`src/rtl/fmul_72bit_pkg.sv`:
```
// Shared constants and state encoding for the 72-bit floating-point multiplier.
// Operand format is {sign, exp[10:0], fract[59:0]} with an exponent bias of 1023.
package fmul_72bit_pkg;

    localparam int EXP_W     = 11;
    localparam int FRACT_W   = 60;
    localparam int MANT_W    = 61;
    localparam int PROD_W    = 122;
    localparam int EXP_SUM_W = 13;
    localparam logic [EXP_SUM_W-1:0] BIAS = 13'd1023;

    typedef enum logic [1:0] {
        ST_IDLE = 2'd0,
        ST_MUL  = 2'd1,
        ST_DONE = 2'd2
    } state_t;

    // Number of multiplier digits needed to cover a 61-bit mantissa.
    function automatic int iter_count(input int digit_w);
        return (MANT_W + digit_w - 1) / digit_w;
    endfunction

endpackage

```
`src/rtl/fmul_72bit_iter_mac.sv`:
```
// Digit-serial mantissa multiplier slice.
// Retires DIGIT_W multiplier bits per step, LSB first, into a right-shifting hi/lo accumulator.
module fmul_72bit_iter_mac
    import fmul_72bit_pkg::*;
#(
    parameter int DIGIT_W = 4
) (
    input  logic              iCLOCK,
    input  logic              inRESET,
    input  logic              load,
    input  logic              step,
    input  logic [MANT_W-1:0] mcand,
    input  logic [MANT_W-1:0] mplier,
    output logic [PROD_W-1:0] product_next
);

    localparam int ITER  = iter_count(DIGIT_W);
    localparam int PAD_W = ITER * DIGIT_W;
    localparam int PP_W  = MANT_W + DIGIT_W;
    localparam int FULL_W = MANT_W + PAD_W;

    logic [MANT_W-1:0] mcand_reg;
    logic [PAD_W-1:0]  mplier_reg;
    logic [MANT_W-1:0] hi_reg;
    logic [PAD_W-1:0]  lo_reg;

    logic [DIGIT_W-1:0] digit;
    logic [PP_W-1:0]    pp;
    logic [PP_W-1:0]    sum;
    logic [MANT_W-1:0]  hi_next;
    logic [PAD_W-1:0]   lo_next;
    logic [FULL_W-1:0]  full_next;

    assign digit = mplier_reg[DIGIT_W-1:0];
    assign pp    = PP_W'(mcand_reg) * PP_W'(digit);
    // hi_reg < 2^61, so hi + mcand*digit always fits in MANT_W+DIGIT_W bits.
    assign sum     = pp + PP_W'(hi_reg);
    assign hi_next = sum[PP_W-1:DIGIT_W];
    assign lo_next = {sum[DIGIT_W-1:0], lo_reg[PAD_W-1:DIGIT_W]};
    assign full_next = {hi_next, lo_next};
    assign product_next = full_next[PROD_W-1:0];

    // Bits above 122 only exist when the multiplier is zero-padded; they are always zero.
    generate
        if (FULL_W > PROD_W) begin : g_trim
            logic unused_top;
            assign unused_top = |full_next[FULL_W-1:PROD_W];
        end
    endgenerate

    always_ff @(posedge iCLOCK) begin
        if (!inRESET) begin
            mcand_reg  <= '0;
            mplier_reg <= '0;
            hi_reg     <= '0;
            lo_reg     <= '0;
        end else if (load) begin
            mcand_reg  <= mcand;
            mplier_reg <= PAD_W'(mplier);
            hi_reg     <= '0;
            lo_reg     <= '0;
        end else if (step) begin
            mplier_reg <= mplier_reg >> DIGIT_W;
            hi_reg     <= hi_next;
            lo_reg     <= lo_next;
        end
    end

endmodule

```
`src/rtl/fmul_72bit_mantissa_mul_iter.sv`:
```
// Unpack-and-multiply stage: captures sign, exponent sum and exception flags,
// runs the digit-serial mantissa multiply and hands the exact product downstream.
module fmul_72bit_mantissa_mul_iter
    import fmul_72bit_pkg::*;
#(
    parameter int DIGIT_W = 4
) (
    input  logic                 iCLOCK,
    input  logic                 inRESET,
    input  logic                 iDATA_VALID,
    output logic                 oDATA_BUSY,
    input  logic [71:0]          iDATA_A,
    input  logic [71:0]          iDATA_B,
    output logic                 oDATA_VALID,
    input  logic                 iDATA_BUSY,
    output logic                 oDATA_SIGN,
    output logic [EXP_SUM_W-1:0] oDATA_EXP,
    output logic [PROD_W-1:0]    oDATA_FRACT,
    output logic                 oDATA_EXCEPT_EXP_A0,
    output logic                 oDATA_EXCEPT_EXP_B0,
    output logic                 oDATA_EXCEPT_EXP_A1,
    output logic                 oDATA_EXCEPT_EXP_B1,
    output logic                 oDATA_EXCEPT_FRACT_A0,
    output logic                 oDATA_EXCEPT_FRACT_B0
);

    localparam int ITER = iter_count(DIGIT_W);
    localparam logic [6:0] LAST_CNT = 7'(ITER - 1);

    localparam logic [1:0] IDLE = ST_IDLE;
    localparam logic [1:0] MUL  = ST_MUL;
    localparam logic [1:0] DONE = ST_DONE;

    logic [EXP_W-1:0]   exp_a, exp_b;
    logic [FRACT_W-1:0] fract_a, fract_b;
    logic [MANT_W-1:0]  mant_a, mant_b;
    logic [EXP_SUM_W-1:0] exp_sum;
    logic [5:0]         flags_in;

    assign exp_a   = iDATA_A[70:60];
    assign exp_b   = iDATA_B[70:60];
    assign fract_a = iDATA_A[59:0];
    assign fract_b = iDATA_B[59:0];
    assign mant_a  = {exp_a != '0, fract_a};
    assign mant_b  = {exp_b != '0, fract_b};
    assign exp_sum = EXP_SUM_W'(exp_a) + EXP_SUM_W'(exp_b) - BIAS;
    assign flags_in = {exp_a == '0, exp_b == '0, exp_a == '1, exp_b == '1,
                       fract_a == '0, fract_b == '0};

    logic [1:0]           state_reg;
    logic [6:0]           cnt_reg;
    logic                 sign_reg;
    logic [EXP_SUM_W-1:0] exp_sum_reg;
    logic [5:0]           flags_reg;

    logic                 valid_reg;
    logic                 out_sign_reg;
    logic [EXP_SUM_W-1:0] out_exp_reg;
    logic [PROD_W-1:0]    out_fract_reg;
    logic [5:0]           out_flags_reg;

    logic                 accept;
    logic                 mac_step;
    logic [PROD_W-1:0]    product_next;

    assign accept   = (state_reg == IDLE) && iDATA_VALID;
    assign mac_step = (state_reg == MUL);

    fmul_72bit_iter_mac #(
        .DIGIT_W(DIGIT_W)
    ) u_mac (
        .iCLOCK       (iCLOCK),
        .inRESET      (inRESET),
        .load         (accept),
        .step         (mac_step),
        .mcand        (mant_a),
        .mplier       (mant_b),
        .product_next (product_next)
    );

    always_ff @(posedge iCLOCK) begin
        if (!inRESET) begin
            state_reg     <= IDLE;
            cnt_reg       <= '0;
            sign_reg      <= 1'b0;
            exp_sum_reg   <= '0;
            flags_reg     <= '0;
            valid_reg     <= 1'b0;
            out_sign_reg  <= 1'b0;
            out_exp_reg   <= '0;
            out_fract_reg <= '0;
            out_flags_reg <= '0;
        end else begin
            case (state_reg)
                IDLE: begin
                    if (iDATA_VALID) begin
                        sign_reg    <= iDATA_A[71] ^ iDATA_B[71];
                        exp_sum_reg <= exp_sum;
                        flags_reg   <= flags_in;
                        cnt_reg     <= '0;
                        state_reg   <= MUL;
                    end
                end
                MUL: begin
                    cnt_reg <= cnt_reg + 7'd1;
                    // The last digit is still in flight, so take the product from the MAC's next value.
                    if (cnt_reg == LAST_CNT) begin
                        out_sign_reg  <= sign_reg;
                        out_exp_reg   <= exp_sum_reg;
                        out_fract_reg <= product_next;
                        out_flags_reg <= flags_reg;
                        valid_reg     <= 1'b1;
                        state_reg     <= DONE;
                    end
                end
                DONE: begin
                    if (!iDATA_BUSY) begin
                        valid_reg <= 1'b0;
                        state_reg <= IDLE;
                    end
                end
                default: state_reg <= IDLE;
            endcase
        end
    end

    assign oDATA_BUSY            = (state_reg != IDLE);
    assign oDATA_VALID           = valid_reg;
    assign oDATA_SIGN            = out_sign_reg;
    assign oDATA_EXP             = out_exp_reg;
    assign oDATA_FRACT           = out_fract_reg;
    assign oDATA_EXCEPT_EXP_A0   = out_flags_reg[5];
    assign oDATA_EXCEPT_EXP_B0   = out_flags_reg[4];
    assign oDATA_EXCEPT_EXP_A1   = out_flags_reg[3];
    assign oDATA_EXCEPT_EXP_B1   = out_flags_reg[2];
    assign oDATA_EXCEPT_FRACT_A0 = out_flags_reg[1];
    assign oDATA_EXCEPT_FRACT_B0 = out_flags_reg[0];

endmodule
```
`config.mk`:
```
export PLATFORM = sky130hd
export DESIGN_NAME = fmul_72bit_mantissa_mul_iter
export DESIGN_NICKNAME = d
export VERILOG_FILES = /design/src/rtl/fmul_72bit_pkg.sv /design/src/rtl/fmul_72bit_iter_mac.sv /design/src/rtl/fmul_72bit_mantissa_mul_iter.sv
export SDC_FILE = /design/constraint.sdc
export NUM_CORES = 1
export LEC_CHECK = 0
export ABC_AREA = 0
export CAP_MARGIN = 20
export CORE_AREA = 2 2 151 300
export DETAILED_ROUTE_END_ITERATION = 10
export DIE_AREA = 0 0 153 302
export GPL_TIMING_DRIVEN = 0
export PLACE_DENSITY = 0.83
export SKIP_CTS_REPAIR_TIMING = 1
export SLEW_MARGIN = 30
export SYNTH_ARGS = -nofsm -noshare
export SYNTH_HDL_FRONTEND = slang
export SYNTH_SLANG_ARGS = --single-unit
```
`constraint.sdc`:
```
create_clock -name iCLOCK -period 8.23 [get_ports iCLOCK]
set_input_delay 0.823 -clock iCLOCK [delete_from_list [all_inputs] [get_ports iCLOCK]]
set_output_delay 0.823 -clock iCLOCK [all_outputs]
set_load 0.02 [all_outputs]
```
Word level (Yosys, flattened, before mapping)
Index checks and enable logic that the tools add are counted.
{"block": "totals", "regBits": 419, "out_inout_bits": 144, "wordCells": 58}
{"block": "classes", "add_sub_neg": 4, "n_mul": 1, "n_eq_ne": 8, "mux": 11, "bitwise": 2, "reduce_logical": 18}
{"operator": "2-to-1 mux 61 bit", "count": 2}
{"operator": "zero test 60 bit", "count": 2}
{"operator": "adder 65 x 61 -> 65 bit", "count": 1}
{"operator": "multiplier 61 x 4 -> 65 bit", "count": 1}
{"operator": "equality test 11 bit (second input constant)", "count": 2}
{"operator": "zero test 11 bit", "count": 2}
{"operator": "nonzero test 11 bit", "count": 2}
{"operator": "one-hot mux 7 bit (2 select lines)", "count": 1}
{"operator": "subtractor 12 x 10 -> 13 bit (second input constant)", "count": 1}
{"operator": "adder 11 x 11 -> 12 bit", "count": 1}
{"operator": "nonzero test 2 bit", "count": 4}
{"operator": "adder 7 x 1 -> 7 bit (second input constant)", "count": 1}
{"operator": "equality test 7 x 4 -> 1 bit (second input constant)", "count": 1}
{"operator": "2-to-1 mux 7 bit", "count": 1}
{"operator": "2-to-1 mux 2 bit", "count": 3}
{"operator": "one-hot mux 2 bit (3 select lines)", "count": 1}
{"operator": "AND reduction 2 bit", "count": 3}
{"operator": "AND reduction 3 bit", "count": 2}
{"operator": "inequality test 2 bit (second input constant)", "count": 2}
{"operator": "equality test 2 x 1 -> 1 bit (second input constant)", "count": 1}
{"operator": "equality test 2 bit (second input constant)", "count": 1}
{"operator": "zero test 2 bit", "count": 1}
{"operator": "2-to-1 mux 1 bit", "count": 2}
{"operator": "inequality test 2 x 1 -> 1 bit (second input constant)", "count": 1}
{"operator": "other kinds (5)", "count": 5}

Longest topological paths before layout
Gate-level depths: netlist of run 1.
{"block": "depth", "depth_word": 3, "mapped_depth": 18, "ltp_nobuf": 17}

Cells and area by module
A second synthesis of run 1 with hierarchy kept.
{"block": "hier_totals", "cells_unflattened": 3154, "area_unflattened_um2": 27309.9}
{"module": "fmul_72bit_iter_mac", "instances": 1, "cells_each": 2276, "area_per_inst_um2": 19950.4, "seq_area_each_um2": 4864.7}
{"module": "fmul_72bit_mantissa_mul_iter", "instances": 1, "cells_each": 878, "area_per_inst_um2": 7359.6, "seq_area_each_um2": 3443.3}

Worst setup path after synthesis of run 1
Ideal clock, no wire load.
{"block": "synth_timing", "kind": "register to register", "startpoint": "reg u_mac.mplier_reg[3]", "endpoint": "reg u_mac.hi_reg[51]", "setup_time_ps": 60, "t_arrival_ps": 5072, "required_ps": 8170, "slack_ps": 3098, "stages_incl_launch_ff": 19, "path_buffers": 2, "synth_period_minus_slack_ps": 5132, "path_cell_list": "dfxtp_1 clkbuf_1 and2_1 fa_1 fa_1 inv_1 fa_1 inv_1 ha_1 buf_4 and3_4 nand2_2 or4_4 a211oi_4 nor3b_2 or4_4 a211o_1 a2111oi_0 a311o_1"}
{"block": "synth_between", "elab_chain_cells": 2}
{"element": "from (decl)", "line": "fmul_72bit_iter_mac.sv:23", "text": "logic [PAD_W-1:0] mplier_reg;"}
{"element": "from (signal assigned)", "line": "fmul_72bit_iter_mac.sv:59", "text": "mplier_reg <= PAD_W'(mplier);"}
{"element": "from (signal assigned)", "line": "fmul_72bit_iter_mac.sv:63", "text": "mplier_reg <= mplier_reg >> DIGIT_W;"}
{"element": "multiplier 61 x 4 -> 65 bit", "line": "fmul_72bit_iter_mac.sv:35", "text": "assign pp = PP_W'(mcand_reg) * PP_W'(digit);"}
{"element": "adder 65 x 61 -> 65 bit", "line": "fmul_72bit_iter_mac.sv:37", "text": "assign sum = pp + PP_W'(hi_reg);"}
{"element": "to (signal assigned)", "line": "fmul_72bit_iter_mac.sv:64", "text": "hi_reg <= hi_next;"}
{"element": "to (decl)", "line": "fmul_72bit_iter_mac.sv:24", "text": "logic [MANT_W-1:0] hi_reg;"}
Every way passes these cells.
A chain may end at the register's enable or synchronous reset.

Worst setup path after layout of run 1
{"block": "layout_timing", "startpoint": "reg u_mac.mplier_reg[3]", "endpoint": "reg u_mac.hi_reg[54]"}
Same word-level chain as after synthesis.

==> impl_metrics.csv, run 1 <==
group,metric,value,unit
floorplanning,die_h,302,um
logic_synthesis,synth_area,25950,um^2
logic_synthesis,syn_nets,3688,
clock_tree,htreeDepth,2,
critical_path,critPathMaxStageDelay,0.74,ns
logic_synthesis,yosysSeqAreaShare,32.02,%
drt,routed_wl,96490,um
pwr,power_leakage,12.35,nW
drt,top_layer_used,"met5",
clock_tree,cts_buffer_depth,3,
clock_tree,cts-root-buf,"clkbuf_16",
floorplanning,core-area,44050,um^2
placed_design,place.port_buffers,291,
global_route,grt-ovfl-total,0,
clock_tree,cts_buffers,39,
drt,vias,25431,
global_route,antenna_found_initial,1,
placed_design,place_congestion,1.102,
logic_synthesis,avgSynthCellArea,7.945,um^2
critical_path,cp-start-kind,"flip-flop",
clock_tree,tritoncts,"yes",
clock_tree,insertion_delay,0.59,ns
timing,maxSlewHeadroom,35.71,%
final_layout,largest_reg_flops,122,
critical_path,rr_worst_depth,17,
global_route,grt_start_max_net_pins,18,
critical_path,end_kind,"flip-flop",
critical_path,crit_path_top_delay_cell,"a2111oi_1",
floorplanning,ios,292,
drt,drt_iter0_drc,1760,
final_layout,nFillCells,3714,
critical_path,worstPathCellList,"clkbuf_1 -> and2_1 -> fa_1 -> fa_1 -> inv_1 -> fa_1 -> inv_1 -> ha_1 -> o21ai_0 -> o31ai_2 -> nand4_1 -> a311oi_1 -> o21ai_0 -> a2111oi_1 -> o21ai_0 -> and4_1 -> o31ai_1",
timing,rsz0062_at_grt,"no",
timing,setup_viol,0,
status,status,"finished, final reports clean",
timing,max_freq,151.6,MHz
timing,skew,0.03778,ns
logic_synthesis,synth-async-reset-ratio,0,%
global_route,grt_pass1_vias,26460,
floorplanning,rows,109,
drt,wl_met3,6177,um
pwr,powerDensity,155.0,nW/um^2
floorplanning,die_area,46210,um^2
drt,wire_per_inst,23.06,um
timing,worst_slew_pin_slew,0.9644,ns
critical_path,path_class,"reg -> reg",
drt,postRouteAntennaNets,0,
job,drv_cap,0,
logic_synthesis,synthDistinctLibCells,74,
floorplanning,die_x,153,um
placed_design,dpl.hpwl,76300,um
global_route,grt_pass1_wl,144500,um
logic_synthesis,synth.ff_latch_count,415,
timing,min_period,6.597,ns
drt,wl_met1,27620,um
logic_synthesis,synth_edf_count,0,
timing,tns,0,ns
timing,worst_hold_slack,0.4529,ns
drt,via_per_inst,6.077,
drt,wl_met2,49500,um
logic_synthesis,yosys_warnings,0,
final_layout,drive_gt1_share,3.362,%
timing,slew_viol_final,0,
clock_tree,cts.clk_slew.worst_paths,0.08,ns
drt,drtPass1Iterations,8,
pwr,peakVddDrop,0.1622,mV
critical_path,arrival,7.11,ns
logic_synthesis,synthesis.instances,3266,
final_layout,syn_to_final_growth,19.54,%
critical_path,path_max_fanout,10,
logic_synthesis,synth_ff_type,"dfxtp_1",
critical_path,cp.required,8.74,ns
hold_path,hold_depth,2,
final_layout,final_nets,4021,
clock_tree,cts_sinks,415,
global_route,grt.total_usage,41.35,%
floorplanning,initial_core_util,58.90,%
critical_path,r2r_slack,1.63,ns
drt,drc,0,
hold_path,holdCritPathClass,"reg -> reg",
pwr,power,0.004809,W
timing,finalCritPeriodShare,80.16,%
timing,hold_viol,0,
[worst max-delay path: cells and delay by family (launching register included)]
family,cells,cell delay [ns]
AO/OA/AOI/OAI,7,2.51
adder cells (fa/ha/maj),4,1.90
AND/OR/NAND/NOR,3,0.93
buffers and inverters,3,0.70
flip-flops,1,0.49
[area by class of cell]
type                            count  area [um^2]  area share, %
Antenna cell                        1        2.502       0.008068
Buffer                            212        932.1          3.005
Clock buffer                       49         1094          3.526
Clock inverter                     22        347.8          1.121
Inverter                          297         1115          3.594
Multi-Input combinational cell   2342        15600          50.29
Sequential cell                   415         8308          26.79
Tap cell                          555        694.4          2.239
Timing Repair Buffer              292         2927          9.435
[per-layer routing]
metal	global-route usage, %	up-vias
met4	46.14	2
met1	34.19	12080
met2	76.00	1252
met3	8.524	621
li1	-	11476
met5	0	-
[synth_stat cells, types with 6 or more instances]
cell type,count,area [um^2]
o211ai_1,12,90.09
buf_1,16,60.06
clkbuf_1,170,638.1
nor3_1,23,115.1
a21oi_1,444,2222
and3_1,13,81.33
ha_1,95,1189
nand2_1,717,2691
a22oi_1,57,427.9
o31ai_1,14,105.1
a21o_1,35,262.8
o21a_1,9,67.56
o311ai_0,6,52.55
xnor2_1,30,262.8
o21bai_1,14,105.1
a31oi_1,19,118.9
nor4_1,45,281.5
or3_1,18,112.6
and2_1,241,1508
a211oi_1,19,142.6
nand3_1,60,300.3
inv_1,297,1115
nor2_1,68,255.2
fa_1,179,3583
xor2_1,22,192.7
buf_6,11,123.9
o21ai_0,61,305.3
buf_4,7,52.55
a2111oi_0,7,61.31
nand4_1,50,312.8
dfxtp_1,415,8308
[cell families after synthesis]
group	share of synthesized area, %
xor gates and xnor gates	1.755
DFF	32.02
adders and majority gates	18.39
buffers and inverters	7.889
muxes	0.1977
and+or+nand+nor	22.92
AOI/OAI and AO/OA	16.83
[cell usage in the layout (no fill, tap or decap), types with 57 or more instances in the layout]
| cell | n |
|---|---|
| nand2_1 | 717 |
| a21oi_1 | 444 |
| dfxtp_1 | 415 |
| inv_1 | 297 |
| clkdlybuf4s50_1 | 291 |
| and2_1 | 241 |
| fa_1 | 179 |
| clkbuf_1 | 172 |
| ha_1 | 95 |
| nor2_1 | 68 |
| o21ai_0 | 61 |
| nand3_1 | 60 |
| a22oi_1 | 57 |
[worst paths after layout]
path | startpoint | endpoint
setup / recovery | u_mac.mplier_reg[3]$_SDFFE_PN0P_ | u_mac.hi_reg[54]$_SDFFE_PP0P_
setup reg to reg | u_mac.mplier_reg[3]$_SDFFE_PN0P_ | u_mac.hi_reg[54]$_SDFFE_PP0P_
hold / removal | oDATA_FRACT[9]$_SDFFE_PN0P_ | oDATA_FRACT[9]$_SDFFE_PN0P_
hold reg to reg | oDATA_FRACT[9]$_SDFFE_PN0P_ | oDATA_FRACT[9]$_SDFFE_PN0P_
[where the power goes]
group	internal [W]	switching, W	total, W
registers	0.00206	0.0000508	0.00211
logic	0.000225	0.000420	0.000645
clock network	0.00118	0.000876	0.00205
[stage by stage]
stage	setup slack (ns)	instance area [um^2]	util [%]	cells
3_3_place_gp	1.768	29550	67.09	4112
3_5_place_dp	1.749	29550	67.09	4112
6_report	1.633	31020	70.41	4185
2_1_floorplan	3.098	25950	-	3266
4_1_cts	1.724	31000	70.36	4183
5_1_grt	1.245	31010	70.41	4184
Note: power is estimated with default switching activity, not from simulation.
==> inputs of run 2 (changes only) <==
- CORE_AREA: 2 2 151 300 -> 2 2 161 321
- DIE_AREA: 0 0 153 302 -> 0 0 163 323
- PLACE_DENSITY: 0.83 -> 0.77
- clock period: 8.23 -> 5.85 ns (I/O delays scaled with it)
==> impl_metrics.csv, run 2 (synthesis gave the netlist of run 1 again) <==
group,metric,value,unit
status,status,"finished, final reports clean",
final_layout,final_nets,4018,
floorplanning,rows,117,
final_layout,nFillCells,4535,
timing,worst_slew_pin_slew,0.9948,ns
pwr,power,0.006507,W
pwr,powerDensity,208.6,nW/um^2
critical_path,path_max_fanout,10,
drt,vias,24099,
global_route,grt.total_usage,32.01,%
job,drv_cap,0,
global_route,antenna_found_initial,2,
clock_tree,cts.clk_slew.worst_paths,0.07,ns
global_route,grt_start_max_net_pins,18,
pwr,peakVddDrop,0.2252,mV
pwr,power_leakage,12.39,nW
drt,routed_wl,84530,um
final_layout,drive_gt1_share,4.385,%
critical_path,arrival,6.20,ns
floorplanning,ios,292,
global_route,grt_pass1_vias,23872,
critical_path,cp-start-kind,"flip-flop",
global_route,grt_pass1_wl,131300,um
critical_path,cp.required,6.28,ns
timing,setup_viol,0,
placed_design,place.port_buffers,291,
timing,skew,0.01502,ns
placed_design,dpl.hpwl,66740,um
drt,via_per_inst,5.627,
clock_tree,cts_sinks,415,
drt,postRouteAntennaNets,0,
clock_tree,cts_buffer_depth,3,
drt,drt_iter0_drc,1868,
clock_tree,insertion_delay,0.58,ns
final_layout,syn_to_final_growth,20.20,%
placed_design,place_ws,-1.103,ns
timing,slew_viol_final,0,
clock_tree,tritoncts,"yes",
floorplanning,die_area,52650,um^2
critical_path,end_kind,"flip-flop",
floorplanning,initial_core_util,51.38,%
placed_design,placed_area,29700,um^2
floorplanning,die_h,323,um
critical_path,path_class,"reg -> reg",
timing,hold_viol,0,
timing,finalWorstSetupSlack,0.08683,ns
floorplanning,core-area,50500,um^2
timing,worst_hold_slack,0.4512,ns
timing,max_freq,173.5,MHz
timing,finalCritPeriodShare,98.52,%
drt,wire_per_inst,19.74,um
clock_tree,cts-root-buf,"clkbuf_16",
timing,min_period,5.763,ns
placed_design,place_congestion,0.9625,
floorplanning,die_x,163,um
clock_tree,cts_buffers,39,
hold_path,holdCritPathClass,"reg -> reg",
drt,drtPass1Iterations,7,
final_layout,largest_reg_flops,122,
global_route,grt-ovfl-total,0,
final_layout,finalInstanceArea,31190,um^2
final_layout,final_common_cell,"nand2_1",
clock_tree,htreeDepth,2,
final_layout,final_cell_mix,"717 x nand2_1, 444 x a21oi_1, 412 x dfxtp_1, 297 x inv_1, 291 x clkdlybuf4s50_1",
final_layout,final_cells,4283,
timing,maxSlewHeadroom,33.68,%
placed_design,placed_cells,4211,
drt,drc,0,
## run 2: cell count changes in the layout (fill, tap and decap cells not counted), sizes merged
cell | before | now
clkinvlp | 5 | 2
inv | 300 | 304
bufinv | 7 | 2
buf | 39 | 44
clkbuf | 223 | 219
diode | 1 | 3
## run 2: layout make-up
class / instances / area, um^2 / share of cell area [%]
Antenna cell: 3 / 7.507 / 0.02407
Buffer: 210 / 992.2 / 3.181
Clock buffer: 53 / 1109 / 3.554
Clock inverter: 18 / 200.2 / 0.6419
Inverter: 297 / 1115 / 3.574
Multi-Input combinational cell: 2342 / 15720 / 50.39
Sequential cell: 415 / 8319 / 26.67
Tap cell: 654 / 818.3 / 2.624
Timing Repair Buffer: 291 / 2913 / 9.339
## run 2: report_power, final
group / switching, W / internal [W]
logic: 0.000555 / 0.000316
clock network: 0.00123 / 0.00145
registers: 0.0000627 / 0.00290
total: 0.00185 / 0.00466
## run 2: metal layers
layer	vias to the layer above	part of all wire, %	GRT usage (%)
li1	11499	-	-
met1	11480	41	41.12
met2	956	48	54.92
met3	164	6.8	3.654
met4	0	3.9	12.41
met5	-	0	0
## run 2: worst max-delay path, stage by stage (launching register included)
cell and delay, ns:
dfxtp_4 0.48, clkbuf_2 0.34, and2_1 0.20, fa_1 0.43
fa_1 0.49, inv_1 0.05, fa_1 0.48, inv_1 0.04
ha_1 0.52, nand3_1 0.21, a2111oi_0 0.48, o31a_1 0.33
nor4bb_2 0.43, nor3_2 0.17, o21ai_2 0.30, o21ai_0 0.17
xor2_1 0.35, a211oi_1 0.13
## run 2: metrics by stage
step / util [%] / setup TNS [ns]
floorplan: - / 0
global placement: 58.76 / -14.96
detailed placement: 58.80 / -15.28
CTS: 61.39 / -16.54
global route: 61.74 / -0.003264
finish: 61.75 / 0
## run 2: worst paths after layout
kind	to	slack [ns]	start	depth (start not counted)
max	oDATA_FRACT[120]$_SDFFE_PN0P_	0.09	u_mac.mplier_reg[2]$_SDFFE_PN0P_	17
min	out_flags_reg[4]$_SDFFE_PN0P_	0.45	flags_reg[4]$_SDFFE_PN0P_	2
max reg2reg	oDATA_FRACT[120]$_SDFFE_PN0P_	0.09	u_mac.mplier_reg[2]$_SDFFE_PN0P_	17
min reg2reg	out_flags_reg[4]$_SDFFE_PN0P_	0.45	flags_reg[4]$_SDFFE_PN0P_	2
==> inputs of run 3 (changes only) <==
- CTS_CLUSTER_DIAMETER: default -> 80
==> results of run 3 <==
Final layout, timing and power as in run 2 (identical DEF).
